===== config.mk =====
export PLATFORM = sky130hd
export DESIGN_NAME = seq_divider
export DESIGN_NICKNAME = d
export VERILOG_FILES = /design/src/rtl/seq_divider.sv
export SDC_FILE = /design/constraint.sdc
export NUM_CORES = 1
export LEC_CHECK = 0
export BUFFER_PORTS_ARGS = -buffer_cell sky130_fd_sc_hd__buf_2
export CELL_PAD_IN_SITES_DETAIL_PLACEMENT = 2
export CELL_PAD_IN_SITES_GLOBAL_PLACEMENT = 2
export CORE_ASPECT_RATIO = 0.8
export CORE_UTILIZATION = 31
export CTS_CLUSTER_DIAMETER = 120
export DETAILED_ROUTE_END_ITERATION = 6
export PLACE_DENSITY_LB_ADDON = 0.2
export SLEW_MARGIN = 20
export SYNTH_ARGS = -nofsm -noshare
export SYNTH_HDL_FRONTEND = slang
export SYNTH_SLANG_ARGS = --single-unit
export TNS_END_PERCENT = 100

===== constraint.sdc =====
create_clock -name Clk -period 2 [get_ports Clk]
set_clock_uncertainty 0.2 [all_clocks]
set_input_delay 0.4 -clock Clk [delete_from_list [all_inputs] [get_ports Clk]]
set_output_delay 0.4 -clock Clk [all_outputs]
set_load 0.05 [all_outputs]

===== src/rtl/seq_divider.sv =====
// seq_divider: 8-bit restoring divider, one quotient bit per SHIFT/SUB pair.
// Define DIV_SIGNED_EN for two's complement operands; default is unsigned.
module seq_divider (
    input  logic       Clk,
    input  logic       Reset,
    input  logic       Run,
    input  logic [7:0] Dividend,
    input  logic [7:0] Divisor,
    output logic [7:0] Quotient,
    output logic [7:0] Remainder,
    output logic       Busy,
    output logic       Done,
    output logic       DivByZero
);

    typedef enum logic [2:0] {
        IDLE,
        LOAD,
        SHIFT,
        SUB,
        FIXUP,
        HOLD
    } state_t;

    state_t     state;
    state_t     next;
    logic [2:0] cnt;
    logic [7:0] a_q;
    logic [7:0] b_q;
    logic [7:0] r_q;
    logic [7:0] q_q;
    logic [7:0] d_q;
    logic [8:0] trial;
    logic [7:0] a_mag;
    logic [7:0] b_mag;
    logic [7:0] q_fix;
    logic [7:0] r_fix;

    assign trial = {1'b0, r_q} - {1'b0, d_q};

`ifdef DIV_SIGNED_EN
    assign a_mag = a_q[7] ? -a_q : a_q;
    assign b_mag = b_q[7] ? -b_q : b_q;
    assign q_fix = (a_q[7] ^ b_q[7]) ? -q_q : q_q;
    assign r_fix = a_q[7] ? -r_q : r_q;
`else
    assign a_mag = a_q;
    assign b_mag = b_q;
    assign q_fix = q_q;
    assign r_fix = r_q;
`endif

    // State register; reset wins over everything, including mid-iteration.
    always_ff @(posedge Clk) begin
        if (Reset)
            state <= IDLE;
        else
            state <= next;
    end

    // Next-state decode and status outputs.
    always_comb begin
        next = state;
        Busy = 1'b1;
        Done = 1'b0;
        unique case (state)
            IDLE: begin
                Busy = 1'b0;
                if (Run)
                    next = LOAD;
            end
            LOAD: begin
                if (b_q == 8'h00)
                    next = HOLD;
                else
                    next = SHIFT;
            end
            SHIFT: next = SUB;
            SUB: begin
                if (cnt == 3'd7)
                    next = FIXUP;
                else
                    next = SHIFT;
            end
            FIXUP: next = HOLD;
            HOLD: begin
                Busy = 1'b0;
                Done = 1'b1;
                if (!Run)
                    next = IDLE;
            end
            default: next = IDLE;
        endcase
    end

    // Operand capture, shift/subtract datapath and result registers.
    always_ff @(posedge Clk) begin
        if (Reset) begin
            cnt       <= 3'd0;
            a_q       <= 8'h00;
            b_q       <= 8'h00;
            r_q       <= 8'h00;
            q_q       <= 8'h00;
            d_q       <= 8'h00;
            Quotient  <= 8'h00;
            Remainder <= 8'h00;
            DivByZero <= 1'b0;
        end else begin
            unique case (state)
                IDLE: begin
                    if (Run) begin
                        a_q <= Dividend;
                        b_q <= Divisor;
                        cnt <= 3'd0;
                    end
                end
                LOAD: begin
                    if (b_q == 8'h00) begin
                        Quotient  <= 8'hFF;
                        Remainder <= a_q;
                        DivByZero <= 1'b1;
                    end else begin
                        r_q <= 8'h00;
                        q_q <= a_mag;
                        d_q <= b_mag;
                    end
                end
                SHIFT: {r_q, q_q} <= {r_q[6:0], q_q, 1'b0};
                SUB: begin
                    if (!trial[8]) begin
                        r_q    <= trial[7:0];
                        q_q[0] <= 1'b1;
                    end
                    if (cnt != 3'd7)
                        cnt <= cnt + 3'd1;
                end
                FIXUP: begin
                    Quotient  <= q_fix;
                    Remainder <= r_fix;
                    DivByZero <= 1'b0;
                end
                default: ;
            endcase
        end
    end

endmodule

; ---- After elaboration in Yosys (flattened, before gate mapping)
; Cells that the tools add are included.
[word_totals]
register_bits = 63
in_bits = 19
out_inout_bits = 19
elab_cells = 64
[classes]
addsub = 2
n_eq_ne = 13
mux = 23
bitwise_logic = 1
n_reduce_logical = 14
[ops]
columns = cell, n
row1 = $mux W8, 5
row2 = $pmux W8 S2, 2
row3 = $pmux W8 S3, 1
row4 = $mux W3, 6
row5 = $pmux W3 S6, 1
row6 = $pmux W7 S2, 1
row7 = $ne A2 B2 Y1 const B, 6
row8 = $reduce_and A2 Y1, 5
row9 = $eq A3 B3 Y1 const B, 3
row10 = $sub A8 B8 Y9, 1
row11 = $logic_not A8 Y1, 1
row12 = $eq A3 B2 Y1 const B, 2
row13 = $pmux W3 S2, 1
row14 = $reduce_and A3 Y1, 2
row15 = $reduce_bool A2 Y1, 3
row16 = $mux W1, 4
row17 = $add A3 B1 Y3 const B, 1
row18 = $eq A3 B1 Y1 const B, 1
row19 = $logic_not A3 Y1, 1
row20 = $ne A3 B3 Y1 const B, 1
row21 = $pmux W1 S3, 1
row22 = $reduce_bool A3 Y1, 1
row23 = $pmux W1 S2, 1
row24 = $reduce_or A2 Y1, 1
row25 = $not A1 Y1, 1

; ---- Depth between registers and ports, before layout
; Gate-level depths: netlist (run 1).
[logic_depth]
depth_word = 3
ltp_mapped = 11
ltp_nobuf = 9

; ---- Worst setup path after synthesis (run 1)
; No wires, ideal clock.
[synth_timing]
path_kind = register -> output
start = register state[0]
end = output Done
t_arrival_ps = 1690
path_slack_ps = -290
path_stages_with_launch = 4
n_path_buf = 1
path_cell_list = dfxtp_1 buf_2 inv_1 nor3_1
[synth_via]
elab_chain_len = 2
[synth_rtl]
columns = element, line
row1 = from (decl), 25  ; state_t state;
row2 = from (signal assigned), 58  ; state <= next;
row3 = $eq A3 B3 Y1, 66  ; unique case (state)
row4 = $mux W1, 66
row5 = to (decl), 12  ; output logic Done,
; No other way between the ends.

; ---- Final worst setup path (run 1)
[layout_timing]
start = register r_q[3] (netlist: r_fix[3])
end = register r_q[6] (netlist: r_fix[6])
[layout_via]
elab_chain_len = 3
[layout_rtl]
columns = element, line
row1 = from (decl), 30  ; logic [7:0] r_q;
row2 = from (signal assigned), 128  ; SHIFT: {r_q, q_q} <= {r_q[6:0], q_q, 1'b0};
row3 = from (signal assigned), 131  ; r_q <= trial[7:0];
row4 = $sub A8 B8 Y9 (*), 39  ; assign trial = {1'b0, r_q} - {1'b0, d_q};
row5 = $mux W8 or $ne A2 B2 Y1 (tied branches), -
row6 = $pmux W8 S3 or $reduce_and A3 Y1 (tied branches), -
; Mark *: on every way between the ends. The rest lies on a longest branch, timed or not. The select of a mux whose other input is x is not followed.
; A chain may end at the register's enable or synchronous reset.

==> results of run 1 <==
==> synthesized netlist by cell type, drive strengths merged, types with 2 or more instances <==
cell type   n  area share
a32oi       2      0.0058
nor4        2       0.014
buf        13       0.029
inv        12       0.015
o21ai       7       0.015
xor2        3      0.0087
clkbuf     10       0.012
a31oi       2      0.0042
nand2b      3      0.0062
a311oi     17       0.060
a21oi      39       0.067
nand3       7       0.012
and3        3      0.0062
a211oi      8       0.032
a22oi       6       0.015
ha         10       0.042
nor2       50       0.062
or3         2      0.0042
dfxtp      63        0.42
nor3       12       0.022
nand2      84        0.11
or2         2      0.0042
==> power breakdown <==
part / total, mW / leakage [nW] / internal, mW / switching (mW)
registers: 1.80 / 0.518 / 1.53 / 0.269
logic: 3.27 / 1.01 / 1.34 / 1.92
clock network: 1.46 / 0.136 / 0.902 / 0.556
==> flip-flops by register name, summed over array words and instances, names as in the netlist <==
| name | flops |
|---|---|
| b_mag | 8 |
| cnt | 3 |
| a_mag | 8 |
| Remainder | 8 |
| d_q | 8 |
| q_fix | 8 |
| state | 3 |
| r_fix | 8 |
| DivByZero | 1 |
| Quotient | 8 |
==> metrics by stage <==
| stage | power (mW) | utilization | area [um2] | TNS [ns] |
|---|---|---|---|---|
| 2_1_floorplan | 3.47 | - | 3050 | -0.0867 |
| 3_3_place_gp | 4.16 | 0.384 | 3550 | -0.178 |
| 3_5_place_dp | 4.26 | 0.384 | 3550 | -0.792 |
| 4_1_cts | 5.98 | 0.428 | 3950 | -0.664 |
| 5_1_grt | 6.83 | 0.456 | 4210 | -3.60 |
| 6_report | 6.52 | 0.456 | 4210 | -1.62 |
==> what timing repair did <==
| action | in CTS | in global routing |
|---|---|---|
| endpoints found under the setup margin | 13 | 25 |
| gates cloned | 1 | 3 |
| buffers inserted | 6 | 6 |
| resized for setup | 13 | 37 |
| pin swaps | 3 | 28 |
==> metal layers <==
layer  up-vias  track usage  wire length, um
met3        12       0.0411              623
met4         0       0.0467              152
li1       1429            -                -
met5         -            0                0
met1      1469        0.303             5290
met2        75        0.356             5850
==> cells by family (layout without fill, tap and decap cells) <==
group	Yosys count	in the layout	synth area share
fa+ha+maj	11	11	0.0482
compound gates	87	87	0.215
xor+xnor	4	4	0.0116
flops	63	63	0.418
buf+inv	35	113	0.0569
simple gates	169	169	0.247
mux	1	1	0.00332
==> final cells by class <==
type | instances | area [um2]
Sequential cell | 63 | 1270
Clock buffer | 13 | 260
Tap cell | 115 | 144
Fill cell | 1019 | 5020
Clock inverter | 3 | 17.5
Multi-Input combinational cell | 272 | 1770
Inverter | 12 | 45.0
Timing Repair Buffer | 85 | 697
==> worst max-delay path, stage by stage (launching register included) <==
cell and delay [ns]:
sky130_fd_sc_hd__dfxtp_1 0.41, sky130_fd_sc_hd__ha_4 0.26, sky130_fd_sc_hd__a21oi_1 0.32, sky130_fd_sc_hd__a21oi_1 0.15, sky130_fd_sc_hd__or3_1 0.36, sky130_fd_sc_hd__a32oi_1 0.32, sky130_fd_sc_hd__a211oi_2 0.11
==> worst max path at each step <==
stage,start,end,slack (ns),depth (start not counted)
5_1_grt,r_fix[3],r_fix[6],-0.29,6
3_5_place_dp,r_fix[0],r_fix[5],-0.15,10
3_3_place_gp,r_fix[0],r_fix[7],-0.05,10
2_1_floorplan,r_fix[0],q_fix[0],-0.04,11
6_report,r_fix[3],r_fix[6],-0.26,6
4_1_cts,r_fix[0],r_fix[5],-0.11,10
==> out/qor.json, run 1 <==
{
  "postSynthCellCount": {"value": 370},
  "placeableCoreArea": {"value": 9230, "unit": "um2"},
  "run_status": {"value": "finished with violations"},
  "ys_seq_elements": {"value": 63},
  "rr_worst_depth": {"value": 6},
  "antenna_violations_before_repair": {"value": 0},
  "rr_endpoint": {"value": "r_fix[6]"},
  "finalSetupViolCount": {"value": 15},
  "via_count": {"value": 2985},
  "dominantRegCellSynth": {"value": "sky130_fd_sc_hd__dfxtp_1"},
  "worst_setup_path_end_kind": {"value": "flop"},
  "place_ws": {"value": -0.155, "unit": "ns"},
  "detailedRoute.firstIterationViolations": {"value": 236},
  "critical_path_arrival": {"value": 2.26, "unit": "ns"},
  "p_leak": {"value": 1.67, "unit": "nW"},
  "hold_viol_final": {"value": 0},
  "antennaDiodeCount": {"value": 0},
  "regToRegSetupSlack": {"value": -0.26, "unit": "ns"},
  "cts.path.max_buffers": {"value": 2},
  "max_freq": {"value": 442, "unit": "MHz"},
  "min_path_type": {"value": "in -> reg"},
  "postRouteWirelength": {"value": 11900, "unit": "um"},
  "vias_per_cell": {"value": 5.30},
  "clkSinkCount": {"value": 63},
  "grt_first_pass_wirelength": {"value": 17200, "unit": "um"},
  "overflow": {"value": 0},
  "cts-root-buf": {"value": "sky130_fd_sc_hd__clkbuf_16"},
  "slew_headroom": {"value": 0.753},
  "wl_per_cell": {"value": 21.2, "unit": "um"},
  "rsz0062_at_grt": {"value": "true"},
  "floorplan.die_area": {"value": 10100, "unit": "um2"},
  "yosysWarnings": {"value": 0},
  "timing.critical_path.fanout_max": {"value": 4},
  "finalHoldWorstSlack": {"value": 0.0969, "unit": "ns"},
  "critical_path_class": {"value": "reg -> reg"},
  "drt_pre_antenna_iters": {"value": 7},
  "violations_in_the_final_reports": {"value": "DRC, setup timing"},
  "detail-route-antenna-nets": {"value": 0},
  "finalWorstPathRequiredPeriod": {"value": 2.26, "unit": "ns"},
  "area.growth.synth_to_final": {"value": 39.6, "unit": "%"},
  "cts_inserted_buffers": {"value": 9},
  "timing_max_transition_violations_final": {"value": 0},
  "htree_num_levels": {"value": 3},
  "final_min_period_over_clock_period": {"value": 1.13},
  "netlist_area": {"value": 3010, "unit": "um2"},
  "number_of_global_route_vias_before_repair": {"value": 3123},
  "fp.dieH": {"value": 90.2, "unit": "um"},
  "floorplan.io_pins": {"value": 38},
  "cts_hold_buf": {"value": 0},
  "max_slew.worst_pin.slew": {"value": 0.368, "unit": "ns"},
  "port-buffer-count": {"value": 37},
  "timing.hold.worst_endpoint": {"value": "b_mag[6]"},
  "dieWidth": {"value": 112, "unit": "um"},
  "layout.cells.non_filler": {"value": 563},
  "synthesis.nets": {"value": 400},
  "track_usage": {"value": 0.219},
  "register_area_share_after_synthesis": {"value": 0.418},
  "startpoint_class_of_the_critical_path": {"value": "flop"},
  "power.density": {"value": 1550, "unit": "nW/um2"},
  "cts_tree": {"value": "done"},
  "final_layout_size_suffix_gt1_frac": {"value": 0.355},
  "worst_ep_required_time": {"value": 2.00, "unit": "ns"},
  "worst_hold_path.num_cells": {"value": 3},
  "clkSlewWorstSetupHoldPaths": {"value": 0.06, "unit": "ns"},
  "row_count": {"value": 31},
  "nets": {"value": 473},
  "post-place-cells": {"value": 531},
  "initial_core_util": {"value": 0.327},
  "syn_area_per_cell": {"value": 8.15, "unit": "um2"},
  "synth_edf_count": {"value": 0},
  "max-vdd-ir-drop": {"value": 431, "unit": "uV"},
  "finalWorstSetupSlack": {"value": -0.263, "unit": "ns"},
  "place.gp.congestion": {"value": 0.800},
  "synth_cell_type_count": {"value": 48},
  "pin_count_of_the_biggest_net_entering_global_routing": {"value": 64},
  "async_s_r_ff_share_synth": {"value": 0},
  "drt_drc_violations_left": {"value": 1},
  "max_cap_violations": {"value": 0},
  "mostFrequentLayoutCell": {"value": "sky130_fd_sc_hd__nand2_1"},
  "min-delay-start": {"value": "Divisor[6]"},
  "regToRegStartpoint": {"value": "r_fix[3]"},
  "worstSkewPairLatency": {"value": 0.33, "unit": "ns"},
  "most_frequent_cells_in_the_layout": {"value": "sky130_fd_sc_hd__nand2_1, sky130_fd_sc_hd__dfxtp_1, sky130_fd_sc_hd__nor2_1, sky130_fd_sc_hd__buf_2, sky130_fd_sc_hd__a21oi_1"},
  "dpl.hpwl": {"value": 7140, "unit": "um"}
}
(Power assumes the default switching activity.)
==> run 2: changes to the inputs <==
--- a/config.mk
+++ b/config.mk
@@ -12,7 +12,9 @@
 export CORE_UTILIZATION = 31
 export CTS_CLUSTER_DIAMETER = 120
 export DETAILED_ROUTE_END_ITERATION = 6
+export GPL_ROUTABILITY_DRIVEN = 0
 export PLACE_DENSITY_LB_ADDON = 0.2
+export SKIP_CTS_REPAIR_TIMING = 1
 export SLEW_MARGIN = 20
 export SYNTH_ARGS = -nofsm -noshare
 export SYNTH_HDL_FRONTEND = slang
==> out/qor.json, run 2 (synthesized netlist as in run 1, its figures left out) <==
{
  "cts.path.max_buffers": {"value": 2, "change": "unchanged"},
  "power.density": {"value": 1530, "unit": "nW/um2", "change": "-1.4%"},
  "place_ws": {"value": -0.155, "unit": "ns", "change": "unchanged"},
  "via_count": {"value": 2991, "change": "+0.20%"},
  "pin_count_of_the_biggest_net_entering_global_routing": {"value": 64, "change": "unchanged"},
  "cts_inserted_buffers": {"value": 9, "change": "unchanged"},
  "max_freq": {"value": 443, "unit": "MHz", "change": "+0.35%"},
  "max_cap_violations": {"value": 0, "change": "unchanged"},
  "antennaDiodeCount": {"value": 0, "change": "unchanged"},
  "dieWidth": {"value": 112, "unit": "um", "change": "unchanged"},
  "min_path_type": {"value": "in -> reg"},
  "worstSkewPairLatency": {"value": 0.33, "unit": "ns", "change": "about the same"},
  "floorplan.io_pins": {"value": 38, "change": "unchanged"},
  "htree_num_levels": {"value": 3, "change": "unchanged"},
  "post-place-cells": {"value": 531, "change": "unchanged"},
  "layout.cells.non_filler": {"value": 569, "change": "+1.1%"},
  "rsz0062_at_grt": {"value": "true"},
  "final_tns_setup": {"value": -1.39, "unit": "ns", "change": "+0.228 ns"},
  "drt_pre_antenna_iters": {"value": 6, "change": "-1"},
  "finalSetupViolCount": {"value": 19, "change": "+4"},
  "detailedRoute.firstIterationViolations": {"value": 93, "change": "-61%"},
  "placeableCoreArea": {"value": 9230, "unit": "um2", "change": "unchanged"},
  "timing.critical_path.buf_inv": {"value": 3, "change": "+3"},
  "cts-root-buf": {"value": "sky130_fd_sc_hd__clkbuf_16"},
  "critical_path_class": {"value": "reg -> reg"},
  "antenna_violations_before_repair": {"value": 0, "change": "unchanged"},
  "cts_tree": {"value": "done"},
  "grt_first_pass_wirelength": {"value": 16500, "unit": "um", "change": "-3.9%"},
  "cp.depth": {"value": 10, "change": "+4"},
  "clkSlewWorstSetupHoldPaths": {"value": 0.06, "unit": "ns", "change": "about the same"},
  "cp_slowest_stage_delay": {"value": 0.35, "unit": "ns", "change": "-0.06 ns"},
  "row_count": {"value": 31, "change": "unchanged"},
  "vias_per_cell": {"value": 5.26, "change": "-0.86%"},
  "worstPathCellList": {"value": "inv_2 > ha_4 > inv_2 > fa_2 > nand3_2 > buf_4 > a21oi_1 > or3_1 > a32oi_1 > a211oi_2"},
  "postRouteWirelength": {"value": 11600, "unit": "um", "change": "-2.5%"},
  "rr_worst_depth": {"value": 10, "change": "+4"},
  "finalWorstPathRequiredPeriod": {"value": 2.26, "unit": "ns", "change": "-0.00779 ns"},
  "finalHoldWorstSlack": {"value": 0.110, "unit": "ns", "change": "+0.0134 ns"},
  "most_frequent_cells_in_the_layout": {"value": "sky130_fd_sc_hd__nand2_1, sky130_fd_sc_hd__dfxtp_1, sky130_fd_sc_hd__buf_4, sky130_fd_sc_hd__buf_2, sky130_fd_sc_hd__a21oi_1"},
  "violations_in_the_final_reports": {"value": "DRC, setup timing"},
  "wl_per_cell": {"value": 20.4, "unit": "um", "change": "-3.5%"},
  "track_usage": {"value": 0.211, "change": "-0.00812"},
  "total_power": {"value": 6.68, "unit": "mW", "change": "+2.5%"},
  "worst_setup_path_end_kind": {"value": "flop"},
  "floorplan.die_area": {"value": 10100, "unit": "um2", "change": "unchanged"},
  "timing.critical_path.fanout_max": {"value": 2, "change": "-2"},
  "timing_max_transition_violations_final": {"value": 0, "change": "unchanged"},
  "hold_viol_final": {"value": 0, "change": "unchanged"},
  "final_min_period_over_clock_period": {"value": 1.13, "change": "-0.00389"},
  "fp.dieH": {"value": 90.2, "unit": "um", "change": "unchanged"},
  "max_slew.worst_pin.slew": {"value": 0.399, "unit": "ns", "change": "+0.0310 ns"},
  "nets": {"value": 479, "change": "+1.3%"},
  "clkSinkCount": {"value": 63, "change": "unchanged"},
  "startpoint_class_of_the_critical_path": {"value": "flop"},
  "run_status": {"value": "finished with violations"},
  "dpl.hpwl": {"value": 7140, "unit": "um", "change": "unchanged"},
  "worst_ep_required_time": {"value": 2.00, "unit": "ns", "change": "about the same"},
  "port-buffer-count": {"value": 37, "change": "unchanged"},
  "number_of_global_route_vias_before_repair": {"value": 3043, "change": "-2.6%"},
  "area.growth.synth_to_final": {"value": 45.2, "unit": "%"},
  "drt_drc_violations_left": {"value": 1, "change": "unchanged"},
  "slowest_cell_on_the_critical_path": {"value": "sky130_fd_sc_hd__fa_2"},
  "critPathMostFrequentCell": {"value": "sky130_fd_sc_hd__inv_2"},
  "max-vdd-ir-drop": {"value": 470, "unit": "uV", "change": "+9.1%"},
  "slew_headroom": {"value": 0.732, "change": "-0.0209"},
  "initial_core_util": {"value": 0.327, "change": "unchanged"},
  "mostFrequentLayoutCell": {"value": "sky130_fd_sc_hd__nand2_1"},
  "detail-route-antenna-nets": {"value": 0, "change": "unchanged"},
  "p_leak": {"value": 1.74, "unit": "nW", "change": "+4.1%"},
  "final_layout_size_suffix_gt1_frac": {"value": 0.403, "change": "+0.0482"},
  "worst_hold_path.num_cells": {"value": 3, "change": "unchanged"},
  "critical_path.top_delay_family": {"value": "adder cells"},
  "finalWorstSetupSlack": {"value": -0.255, "unit": "ns", "change": "+0.00779 ns"},
  "overflow": {"value": 0, "change": "unchanged"},
  "critical_path_arrival": {"value": 2.26, "unit": "ns", "change": "about the same"}
}
## run 2: cell count changes in the layout (fill, tap and decap cells not counted), sizes merged
cell | previous run | this run
clkbuf | 16 | 17
buf | 82 | 87
## run 2: final cells by class
| cell class | count | area [um2] |
|---|---|---|
| fill | 991 | 4860 |
| multi-input combinational | 272 | 1870 |
| sequential | 63 | 1270 |
| timing repair buffer | 91 | 764 |
| clock buffer | 13 | 260 |
| tap | 115 | 144 |
| inverter | 12 | 45.0 |
| clock inverter | 3 | 17.5 |
## run 2: metrics by stage
stage | utilization | cell area [um2]
3_3_place_gp | 0.384 | 3550
2_1_floorplan | - | 3050
5_1_grt | 0.474 | 4380
3_5_place_dp | 0.384 | 3550
4_1_cts | 0.414 | 3820
6_report | 0.474 | 4380
## run 2: per-layer routing
layer  part of all wire  vias up  GRT usage  wire length, um
met4              0.012        0     0.0467              136
li1                   -     1441          -                -
met2               0.48       78      0.332             5560
met5                  0        -          0                0
met3              0.051       15     0.0411              592
met1               0.46     1457      0.298             5330
## run 2: worst paths after layout
path | startpoint | to | slack, ns
worst max register to register | r_fix[0] | r_fix[6] | -0.26
worst max-delay path | r_fix[0] | r_fix[6] | -0.26
worst min register to register | d_q[5] | d_q[5] | 0.26
worst min-delay path | Divisor[7] | b_mag[7] | 0.11
## run 2: where the power goes
group | total, mW | leakage [nW] | internal, mW | switching (mW)
sequential | 1.82 | 0.518 | 1.53 | 0.288
clock | 1.45 | 0.136 | 0.902 | 0.553
combinational | 3.41 | 1.08 | 1.48 | 1.93
total | 6.68 | 1.74 | 3.91 | 2.77
## run 2: tightest hold or removal path: cells and delay by family
| family | cells | cell delay [ns] |
|---|---|---|
| buf+inv | 1 | 0.10 |
| simple gates | 1 | 0.05 |
| compound gates | 1 | 0.05 |
==> run 3: changes to the inputs <==
--- a/config.mk
+++ b/config.mk
@@ -19,4 +19,4 @@
 export SYNTH_ARGS = -nofsm -noshare
 export SYNTH_HDL_FRONTEND = slang
 export SYNTH_SLANG_ARGS = --single-unit
-export TNS_END_PERCENT = 100
+export TNS_END_PERCENT = 50
==> out/qor.json, run 3 (synthesized netlist as in run 1, its figures left out) <==
{
  "run_status": {"value": "finished with violations"},
  "postRouteWirelength": {"value": 10900, "unit": "um", "change": "-5.9%"},
  "critical_path_class": {"value": "reg -> reg"},
  "total_switching_power": {"value": 2.61, "unit": "mW", "change": "-5.7%"},
  "power.density": {"value": 1540, "unit": "nW/um2", "change": "+1.1%"},
  "rsz0062_at_grt": {"value": "true"},
  "worstSkewPairLatency": {"value": 0.33, "unit": "ns", "change": "about the same"},
  "max-vdd-ir-drop": {"value": 403, "unit": "uV", "change": "-14%"},
  "slew_headroom": {"value": 0.737, "change": "+0.00436"},
  "max_slew.worst_pin.slew": {"value": 0.392, "unit": "ns", "change": "-0.00650 ns"},
  "p_leak": {"value": 1.62, "unit": "nW", "change": "-6.4%"},
  "layout.cells.non_filler": {"value": 562, "change": "-1.2%"},
  "place_ws": {"value": -0.224, "unit": "ns", "change": "-0.0690 ns"},
  "via_count": {"value": 2945, "change": "-1.5%"},
  "clkSlewWorstSetupHoldPaths": {"value": 0.05, "unit": "ns", "change": "about the same"},
  "timing_max_transition_violations_final": {"value": 0, "change": "unchanged"},
  "htree_num_levels": {"value": 3, "change": "unchanged"},
  "cts.path.max_buffers": {"value": 2, "change": "unchanged"},
  "min_path_type": {"value": "in -> reg"},
  "max_freq": {"value": 458, "unit": "MHz", "change": "+3.4%"},
  "port-buffer-count": {"value": 37, "change": "unchanged"},
  "cts-root-buf": {"value": "sky130_fd_sc_hd__clkbuf_16"},
  "cts_inserted_buffers": {"value": 9, "change": "unchanged"},
  "vias_per_cell": {"value": 5.24, "change": "-0.31%"},
  "finalWorstPathRequiredPeriod": {"value": 2.18, "unit": "ns", "change": "-0.0740 ns"},
  "row_count": {"value": 31, "change": "unchanged"},
  "detailedRoute.firstIterationViolations": {"value": 118, "change": "+27%"},
  "violations_in_the_final_reports": {"value": "DRC, setup timing"},
  "finalWorstSetupSlack": {"value": -0.181, "unit": "ns", "change": "+0.0740 ns"},
  "drt_drc_violations_left": {"value": 1, "change": "unchanged"},
  "mostFrequentLayoutCell": {"value": "sky130_fd_sc_hd__nand2_1"},
  "antenna_violations_before_repair": {"value": 0, "change": "unchanged"},
  "floorplan.io_pins": {"value": 38, "change": "unchanged"},
  "track_usage": {"value": 0.214, "change": "+0.00291"},
  "pin_count_of_the_biggest_net_entering_global_routing": {"value": 64, "change": "unchanged"},
  "worst_ep_required_time": {"value": 2.01, "unit": "ns", "change": "about the same"},
  "antennaDiodeCount": {"value": 0, "change": "unchanged"},
  "fp.dieH": {"value": 90.2, "unit": "um", "change": "unchanged"},
  "finalSetupViolCount": {"value": 10, "change": "-9"},
  "number_of_global_route_vias_before_repair": {"value": 3110, "change": "+2.2%"},
  "dieWidth": {"value": 112, "unit": "um", "change": "unchanged"},
  "grt_first_pass_wirelength": {"value": 16700, "unit": "um", "change": "+0.79%"},
  "cts_tree": {"value": "done"},
  "drt_pre_antenna_iters": {"value": 6, "change": "unchanged"},
  "worst_setup_path_end_kind": {"value": "flop"},
  "max_cap_violations": {"value": 0, "change": "unchanged"},
  "clockPowerShare": {"value": 0.248, "change": "+0.030"},
  "nets": {"value": 472, "change": "-1.5%"},
  "switching_fraction_of_total_power": {"value": 0.410, "change": "-0.00473"},
  "initial_core_util": {"value": 0.327, "change": "unchanged"},
  "clkSinkCount": {"value": 63, "change": "unchanged"},
  "startpoint_class_of_the_critical_path": {"value": "flop"},
  "cellInternalPower": {"value": 3.76, "unit": "mW", "change": "-3.8%"},
  "detail-route-antenna-nets": {"value": 0, "change": "unchanged"},
  "area.growth.synth_to_final": {"value": 37.0, "unit": "%"},
  "final_min_period_over_clock_period": {"value": 1.09, "change": "-0.0370"},
  "hold_viol_final": {"value": 0, "change": "unchanged"},
  "post-place-cells": {"value": 532, "change": "+0.19%"},
  "timing.critical_path.fanout_max": {"value": 3, "change": "+1"},
  "wl_per_cell": {"value": 19.4, "unit": "um", "change": "-4.8%"},
  "placeableCoreArea": {"value": 9230, "unit": "um2", "change": "unchanged"},
  "final_layout_size_suffix_gt1_frac": {"value": 0.340, "change": "-0.0630"},
  "floorplan.die_area": {"value": 10100, "unit": "um2", "change": "unchanged"},
  "dpl.hpwl": {"value": 7160, "unit": "um", "change": "+0.34%"},
  "sequential_share_of_power": {"value": 0.278, "change": "+0.006"},
  "most_frequent_cells_in_the_layout": {"value": "sky130_fd_sc_hd__nand2_1, sky130_fd_sc_hd__dfxtp_1, sky130_fd_sc_hd__nor2_1, sky130_fd_sc_hd__buf_4, sky130_fd_sc_hd__buf_2"},
  "power.combinational.fraction": {"value": 0.474, "change": "-0.037"},
  "overflow": {"value": 0, "change": "unchanged"},
  "critical_path_arrival": {"value": 2.19, "unit": "ns", "change": "-0.07 ns"}
}
-- run 3: cell type report --
type | count | area (um2)
clock buffer | 13 | 250
timing repair buffer | 84 | 623
multi-input combinational | 272 | 1750
inverter | 12 | 45.0
fill | 1029 | 5100
tap | 115 | 144
sequential | 63 | 1270
clock inverter | 3 | 42.5
-- run 3: critical path, stage by stage, from the launching register on --
cell and delay, ns:
sky130_fd_sc_hd__dfxtp_2 0.32, sky130_fd_sc_hd__inv_2 0.06, sky130_fd_sc_hd__ha_4 0.13, sky130_fd_sc_hd__inv_2 0.03, sky130_fd_sc_hd__fa_2 0.37, sky130_fd_sc_hd__nand3_4 0.11
sky130_fd_sc_hd__a21oi_1 0.09, sky130_fd_sc_hd__or3_1 0.33, sky130_fd_sc_hd__a32oi_1 0.29, sky130_fd_sc_hd__a211oi_2 0.12
-- run 3: worst paths after layout --
check             start       end  slack, ns  cells after the start
min          Divisor[6]  b_mag[6]       0.09                      3
max            r_fix[0]  r_fix[6]      -0.18                      9
min reg2reg      d_q[3]    d_q[3]       0.26                      2
max reg2reg    r_fix[0]  r_fix[6]      -0.18                      9
-- run 3: layer usage --
layer | vias up | routed length [um] | global-route usage
met5 | - | 0 | 0
met4 | 0 | 151 | 0.0556
met3 | 12 | 284 | 0.0479
met2 | 45 | 5140 | 0.344
met1 | 1463 | 5350 | 0.289
li1 | 1425 | - | -
-- run 3: metrics by stage --
stage	hold slack, ns	power (mW)	setup TNS (ns)	util	area (um2)
CTS	0.0918	5.88	-1.77	0.414	3820
floorplan	0.236	3.47	-0.0867	-	3050
global placement	0.247	4.14	-0.199	0.382	3530
detailed placement	0.256	4.26	-1.48	0.382	3530
global route	0.110	6.70	-2.13	0.447	4130
finish	0.0924	6.38	-1.06	0.447	4130
-- run 3: power by group through the flow --
stage / clock (mW) / sequential, mW / combinational, mW
after global placement: 0 / 1.76 / 2.38
after global routing: 1.65 / 1.80 / 3.24
after detailed placement: 0 / 1.77 / 2.49
after floorplan: 0 / 2.06 / 1.41
after CTS: 1.61 / 1.75 / 2.52
final: 1.58 / 1.77 / 3.02
